### src/rtl/rx_frame_parser.sv
// Receive-side frame parser: checks the bus address and length, runs a
// CRC-16/MODBUS over header and body, and turns good frames into a read-back
// request or a sensor write command. Bad frames raise a one-cycle error pulse.
module rx_frame_parser #(
    parameter logic [15:0] DEV_ID      = 16'h0001,
    parameter int          DATA_BYTES  = 4,
    parameter int          TIMEOUT_CYC = 10000,
    parameter logic [7:0]  READ_CODE   = 8'h03
) (
    input  logic                      sys_clk,
    input  logic                      sys_rst,
    input  logic                      rx_flag,
    input  logic [7:0]                rx_data,
    output logic [7:0]                ret_cmd,
    output logic                      ret_cmd_flg,
    output logic [8+8*DATA_BYTES-1:0] sen_cmd,
    output logic [4:0]                sen_cmd_len,
    output logic                      sen_cmd_flag,
    output logic                      err_flag,
    output logic [1:0]                err_code
);

    localparam int DW = 8 * DATA_BYTES;
    // The idle counter only has to reach TIMEOUT_CYC-1; the next quiet clock is the timeout.
    localparam int TW = (TIMEOUT_CYC > 1) ? $clog2(TIMEOUT_CYC) : 1;
    localparam logic [TW-1:0] TO_LAST = TW'(TIMEOUT_CYC - 1);
    localparam logic [15:0]   MAX_LEN = 16'(DATA_BYTES + 2);

    localparam logic [1:0] ERR_CRC     = 2'd1;
    localparam logic [1:0] ERR_LEN     = 2'd2;
    localparam logic [1:0] ERR_TIMEOUT = 2'd3;

    typedef enum logic [3:0] {
        S_IDLE,
        S_ADDR_L,
        S_LEN_H,
        S_LEN_L,
        S_SID,
        S_RW,
        S_DATA,
        S_CRC_L,
        S_CRC_H,
        S_SKIP
    } state_t;

    state_t          state;
    state_t          state_next;

    logic [7:0]      addr_h;
    logic [7:0]      addr_l;
    logic [7:0]      len_h;
    logic [7:0]      sid;
    logic [7:0]      rw;
    logic [7:0]      crc_l;
    logic [15:0]     crc;
    logic [4:0]      payload_len;
    logic [4:0]      data_cnt;
    logic [DW-1:0]   frame_data;
    logic [16:0]     skip_cnt;
    logic            skip_err;
    logic [TW-1:0]   idle_cnt;

    logic [15:0]     frame_len;
    logic            addr_match;
    logic            len_bad;
    logic            timeout;
    logic [15:0]     crc_upd;
    logic            crc_ok;
    logic            skip_last;

    logic            do_read;
    logic            do_write;
    logic            do_err;
    logic [1:0]      err_code_next;

    // One byte of CRC-16/MODBUS, LSB first with the reflected polynomial.
    function automatic logic [15:0] crc_byte(input logic [15:0] c, input logic [7:0] b);
        logic [15:0] r;
        r = c ^ {8'h00, b};
        for (int i = 0; i < 8; i++) begin
            r = r[0] ? ((r >> 1) ^ 16'hA001) : (r >> 1);
        end
        return r;
    endfunction

    assign frame_len  = {len_h, rx_data};
    assign addr_match = ({addr_h, addr_l} == DEV_ID);
    assign len_bad    = (frame_len < 16'd2) || (frame_len > MAX_LEN);
    assign timeout    = (state != S_IDLE) && !rx_flag && (idle_cnt == TO_LAST);
    assign crc_upd    = crc_byte((state == S_IDLE) ? 16'hFFFF : crc, rx_data);
    assign crc_ok     = ({rx_data, crc_l} == crc);
    assign skip_last  = (skip_cnt == 17'd1);

    // State register; reset always lands in idle and drops any partial frame.
    always_ff @(posedge sys_clk) begin
        if (sys_rst) begin
            state <= S_IDLE;
        end else begin
            state <= state_next;
        end
    end

    // Next-state decode: moves only on a received byte, except for the timeout exit.
    always_comb begin
        state_next = state;
        if (timeout) begin
            state_next = S_IDLE;
        end else if (rx_flag) begin
            case (state)
                S_IDLE:   state_next = S_ADDR_L;
                S_ADDR_L: state_next = S_LEN_H;
                S_LEN_H:  state_next = S_LEN_L;
                S_LEN_L:  state_next = (!addr_match || len_bad) ? S_SKIP : S_SID;
                S_SID:    state_next = S_RW;
                S_RW:     state_next = (payload_len != 5'd0) ? S_DATA : S_CRC_L;
                S_DATA:   state_next = ((data_cnt + 5'd1) == payload_len) ? S_CRC_L : S_DATA;
                S_CRC_L:  state_next = S_CRC_H;
                S_CRC_H:  state_next = S_IDLE;
                S_SKIP:   state_next = skip_last ? S_IDLE : S_SKIP;
                default:  state_next = S_IDLE;
            endcase
        end
    end

    // Output decode: which pulse (if any) the next cycle carries; the cases are mutually exclusive.
    always_comb begin
        do_read       = 1'b0;
        do_write      = 1'b0;
        do_err        = 1'b0;
        err_code_next = 2'd0;
        if (timeout) begin
            do_err        = 1'b1;
            err_code_next = ERR_TIMEOUT;
        end else if (rx_flag && (state == S_CRC_H)) begin
            if (!crc_ok) begin
                do_err        = 1'b1;
                err_code_next = ERR_CRC;
            end else if (rw == READ_CODE) begin
                do_read = 1'b1;
            end else begin
                do_write = 1'b1;
            end
        end else if (rx_flag && (state == S_SKIP) && skip_last && skip_err) begin
            do_err        = 1'b1;
            err_code_next = ERR_LEN;
        end
    end

    // Frame datapath: captures header/body fields, runs the CRC and the skip/idle counters.
    always_ff @(posedge sys_clk) begin
        if (sys_rst) begin
            addr_h      <= 8'h00;
            addr_l      <= 8'h00;
            len_h       <= 8'h00;
            sid         <= 8'h00;
            rw          <= 8'h00;
            crc_l       <= 8'h00;
            crc         <= 16'h0000;
            payload_len <= 5'd0;
            data_cnt    <= 5'd0;
            frame_data  <= '0;
            skip_cnt    <= 17'd0;
            skip_err    <= 1'b0;
            idle_cnt    <= '0;
        end else begin
            if ((state == S_IDLE) || rx_flag || timeout) begin
                idle_cnt <= '0;
            end else begin
                idle_cnt <= idle_cnt + 1'b1;
            end

            if (rx_flag) begin
                case (state)
                    S_IDLE: begin
                        addr_h <= rx_data;
                        crc    <= crc_upd;
                    end
                    S_ADDR_L: begin
                        addr_l <= rx_data;
                        crc    <= crc_upd;
                    end
                    S_LEN_H: begin
                        len_h <= rx_data;
                        crc   <= crc_upd;
                    end
                    S_LEN_L: begin
                        crc         <= crc_upd;
                        payload_len <= frame_len[4:0] - 5'd2;
                        data_cnt    <= 5'd0;
                        skip_cnt    <= {1'b0, frame_len} + 17'd2;
                        skip_err    <= addr_match;
                    end
                    S_SID: begin
                        sid        <= rx_data;
                        crc        <= crc_upd;
                        frame_data <= '0;
                        data_cnt   <= 5'd0;
                    end
                    S_RW: begin
                        rw  <= rx_data;
                        crc <= crc_upd;
                    end
                    S_DATA: begin
                        crc <= crc_upd;
                        for (int i = 0; i < DATA_BYTES; i++) begin
                            if (data_cnt == 5'(i)) begin
                                frame_data[8*i +: 8] <= rx_data;
                            end
                        end
                        data_cnt <= data_cnt + 5'd1;
                    end
                    S_CRC_L: begin
                        crc_l <= rx_data;
                    end
                    S_SKIP: begin
                        skip_cnt <= skip_cnt - 17'd1;
                    end
                    default: begin
                    end
                endcase
            end
        end
    end

    // Registered outputs: flags pulse for one cycle, payload and error code hold between pulses.
    always_ff @(posedge sys_clk) begin
        if (sys_rst) begin
            ret_cmd      <= 8'h00;
            ret_cmd_flg  <= 1'b0;
            sen_cmd      <= '0;
            sen_cmd_len  <= 5'd0;
            sen_cmd_flag <= 1'b0;
            err_flag     <= 1'b0;
            err_code     <= 2'd0;
        end else begin
            ret_cmd_flg  <= do_read;
            sen_cmd_flag <= do_write;
            err_flag     <= do_err;
            if (do_read) begin
                ret_cmd <= sid;
            end
            if (do_write) begin
                sen_cmd     <= {sid, frame_data};
                sen_cmd_len <= payload_len;
            end
            if (do_err) begin
                err_code <= err_code_next;
            end
        end
    end

endmodule

### config.mk
export PLATFORM = sky130hd
export DESIGN_NAME = rx_frame_parser
export DESIGN_NICKNAME = d
export VERILOG_FILES = /design/src/rtl/rx_frame_parser.sv
export SDC_FILE = /design/constraint.sdc
export NUM_CORES = 1
export LEC_CHECK = 0
export CORE_AREA = 2 2 137 139
export CTS_CLUSTER_DIAMETER = 120
export DETAILED_ROUTE_END_ITERATION = 10
export DIE_AREA = 0 0 139 141
export GPL_ROUTABILITY_DRIVEN = 0
export PLACE_DENSITY = 0.69
export SLEW_MARGIN = 20
export SYNTH_ARGS = -nofsm -noshare
export SYNTH_HDL_FRONTEND = slang
export SYNTH_SLANG_ARGS = --single-unit
### constraint.sdc
create_clock -name sys_clk -period 2.8 [get_ports sys_clk]
set_input_delay 0.56 -clock sys_clk [delete_from_list [all_inputs] [get_ports sys_clk]]
set_output_delay 0.56 -clock sys_clk [all_outputs]
set_load 0.05 [all_outputs]
==> metrics.md <==
| Metric | Value |
|---|---|
| Rows | 50 |
| Unrepaired setup endpoints after global routing | no |
| Yosys reg bits | 200 |
| Syn nets | 1043 |
| Post-Syn Instances | 1023 |
| Hold Path Class | reg2reg |
| Crit. End Element | flop |
| Worst VDD drop | 467.9 uV |
| Pre-antenna DRT Iters | 5 |
| CTS tree | yes |
| Die Ht | 141 um |
| Cell family with most CP delay | simple AND/OR/NAND/NOR gates |
| Layout area overhead | 19.71% |
| Register area | 4004 um2 |
| Fin crit share | 0.8413 |
| Final wirelength | 20.95 mm |
| Avg Inst Size Synth | 8.763 um2 |
| Post-CTS Hold Fix Bufs | 0 |
| Clk sinks | 200 |
| Leak | 0.004415 uW |
| Initial antenna violation count | 0 |
| Vias per cell | 5.490 |
| I/O pin cnt | 69 |
| Most common cell after layout, fill and taps aside | dfxtp_1 |
| Residual DRC count | 0 |
| DP HPWL | 14.13 mm |
| Fin. max-slew vios | 0 |
| WP data arrival | 2.67 ns |
| Share of layout cells above drive strength 1 | 0.08739 |
| Core area | 18270 um2 |
| Critical-path cell list | clkdlybuf4s50_1 -> xor2_1 -> nor4_1 -> nand4_1 -> nand3b_1 -> buf_12 -> mux2i_1 -> nor2_1 |
| Peak Freq | 424.5 MHz |
| P per Cell Area | 579.8 nW/um2 |
| Crit path buf inv count | 2 |
| Post-CTS setup repair buffer count | 0 |
| Vias in the first global route | 6812 |
| Filler instances | 1657 |
| Multi-input logic area | 4624 um2 |
| Antenna violation net count after detailed routing | 0 |
| First-pass GRT wire length | 34.60 mm |
| H-tree Lvls | 4 |
| Dominant synthesized flop cell | dfxtp_1 |
| Worst-Margin Slew | 0.7071 ns |
| Mapped Area | 8965 um2 |
| Crit Path Class | in2reg |
| Slew HR | 0.5273 |
| Cell variety after synth | 55 |
| Total via count in the routed design | 7379 |
| Ys async rst share | 0 |
| Routed wire per std cell | 15.59 um |
| Worst path max stage delay | 0.53 ns |
| Clk_lat worst skew | 0.45 ns |
| Post-synthesis sequential area ratio | 0.4466 |
| Final hold vios | 0 |
| Number of flops mapped to enable cells by yosys | 0 |
| Initial core utilization | 0.4908 |
| Slowest CP cell | clkdlybuf4s50_1 |
| Status | completed |
| Max-cap violations | 0 |
| Total congestion overflow | 0 |
| Final setup fails | 0 |
| Synth warnings | 0 |
| Setup TNS | 0 ns |
| CP max FO | 34 |
| Setup crit start kind | primary input |
| Die boundary width | 139 um |
| Tmin final | 2.356 ns |
| Clk_skew | 0.01334 ns |
| Number of buffers created by CTS | 17 |
| Overall Power | 6222 uW |
| Worst-path clk slew | 0.07 ns |
| Iteration-0 DRC Markers | 512 |
| Root Driver | clkbuf_16 |
| Critical Path RT | 3.11 ns |
| Pin count of the biggest net entering global routing | 73 |
| Port bufs | 68 |
| Most frequent cells in the layout | dfxtp_1 (200), nor2_1 (182), mux2i_1 (108), nand2_1 (80), clkdlybuf4s50_1 (67) |
| Nets | 1117 |
| Die Area | 19600 um2 |
| Resize count post-CTS | 0 |
| Deepest clock path buffer count | 2 |
| Diode count | 0 |
| Tot GR Track Use | 0.2147 |
## where the power goes
part / internal [uW] / switching, uW
Combinational: 275 / 359
Sequential: 2900 / 65.2
Clock: 1400 / 1220
Total: 4580 / 1640
## area by class of cell
class / instances / area share
multi-input combinational: 743 / 0.4309
clock inverter: 14 / 0.01877
inverter: 14 / 0.004897
tap: 234 / 0.02728
clock buffer: 18 / 0.04092
timing repair buffer: 121 / 0.1041
sequential: 200 / 0.3731
## per-stage QoR
step | area, um2 | setup WS, ns | hold slack (ns) | util | cells
floorplan | 8965 | 0.5833 | 0.4132 | - | 1023
global placement | 10090 | 0.03267 | 0.4276 | 0.5524 | 1312
detailed placement | 10090 | 0.004822 | 0.4351 | 0.5524 | 1312
CTS | 10730 | 0.4303 | 0.4459 | 0.5875 | 1344
global route | 10730 | 0.2615 | 0.4747 | 0.5875 | 1344
finish | 10730 | 0.4444 | 0.4403 | 0.5875 | 1344
## logic make-up (layout without fill, tap and decap cells)
| family | Yosys count | count (layout) | synth area share |
|---|---|---|---|
| AND/OR/NAND/NOR | 406 | 406 | 0.2116 |
| AO/OA/AOI/OAI | 138 | 138 | 0.08863 |
| XOR/XNOR | 82 | 82 | 0.08248 |
| multiplexers | 108 | 108 | 0.1206 |
| flip-flops | 200 | 200 | 0.4466 |
| buffers and inverters | 80 | 167 | 0.03754 |
| adder cells (fa/ha/maj) | 9 | 9 | 0.01256 |
## Yosys cell counts (8+ instances only)
cell type / count / share of area
and3_1: 9 / 0.0063
clkbuf_1: 49 / 0.021
mux2i_1: 108 / 0.12
nor3b_1: 8 / 0.0067
o21ai_0: 32 / 0.018
buf_2: 8 / 0.0045
xor2_1: 35 / 0.034
nor2_1: 182 / 0.076
nor4_1: 19 / 0.013
dfxtp_1: 200 / 0.45
nand2_1: 80 / 0.033
nand3_1: 44 / 0.025
a21oi_1: 64 / 0.036
a211oi_1: 16 / 0.013
inv_1: 14 / 0.0059
and2_1: 9 / 0.0063
nor3_1: 17 / 0.0095
xnor2_1: 45 / 0.044
ha_1: 9 / 0.013
## routing by layer
| layer | wire length (um) | part of all wire | track usage |
|---|---|---|---|
| met5 | 0 | 0 | 0 |
| met4 | 363 | 0.017 | 0.06858 |
| met3 | 772 | 0.037 | 0.04212 |
| met2 | 10060 | 0.48 | 0.3547 |
| met1 | 9748 | 0.47 | 0.2849 |
## sequential cells by signal (all words and copies together) (netlist names)
signal	count
idle_cnt	14
err_code	2
payload_len	5
rw	8
crc	16
ret_cmd_flg	1
data_cnt	5
sen_cmd_flag	1
skip_err	1
err_flag	1
crc_l	8
len_h	8
state	4
addr_h	8
frame_data	32
skip_cnt	17
ret_cmd	8
sid	8
sen_cmd	40
sen_cmd_len	5
addr_l	8
## worst paths after layout
check | startpoint | cells past startpoint | end | slack [ns]
worst max register to register | state[2] | 7 | crc[0] | 0.48
worst max-delay path | rx_data[5] | 8 | sen_cmd[17] | 0.44
worst min-delay path | idle_cnt[0] | 1 | idle_cnt[0] | 0.44
worst min register to register | idle_cnt[0] | 1 | idle_cnt[0] | 0.44
No activity file was read; power rests on OpenSTA's default activity.
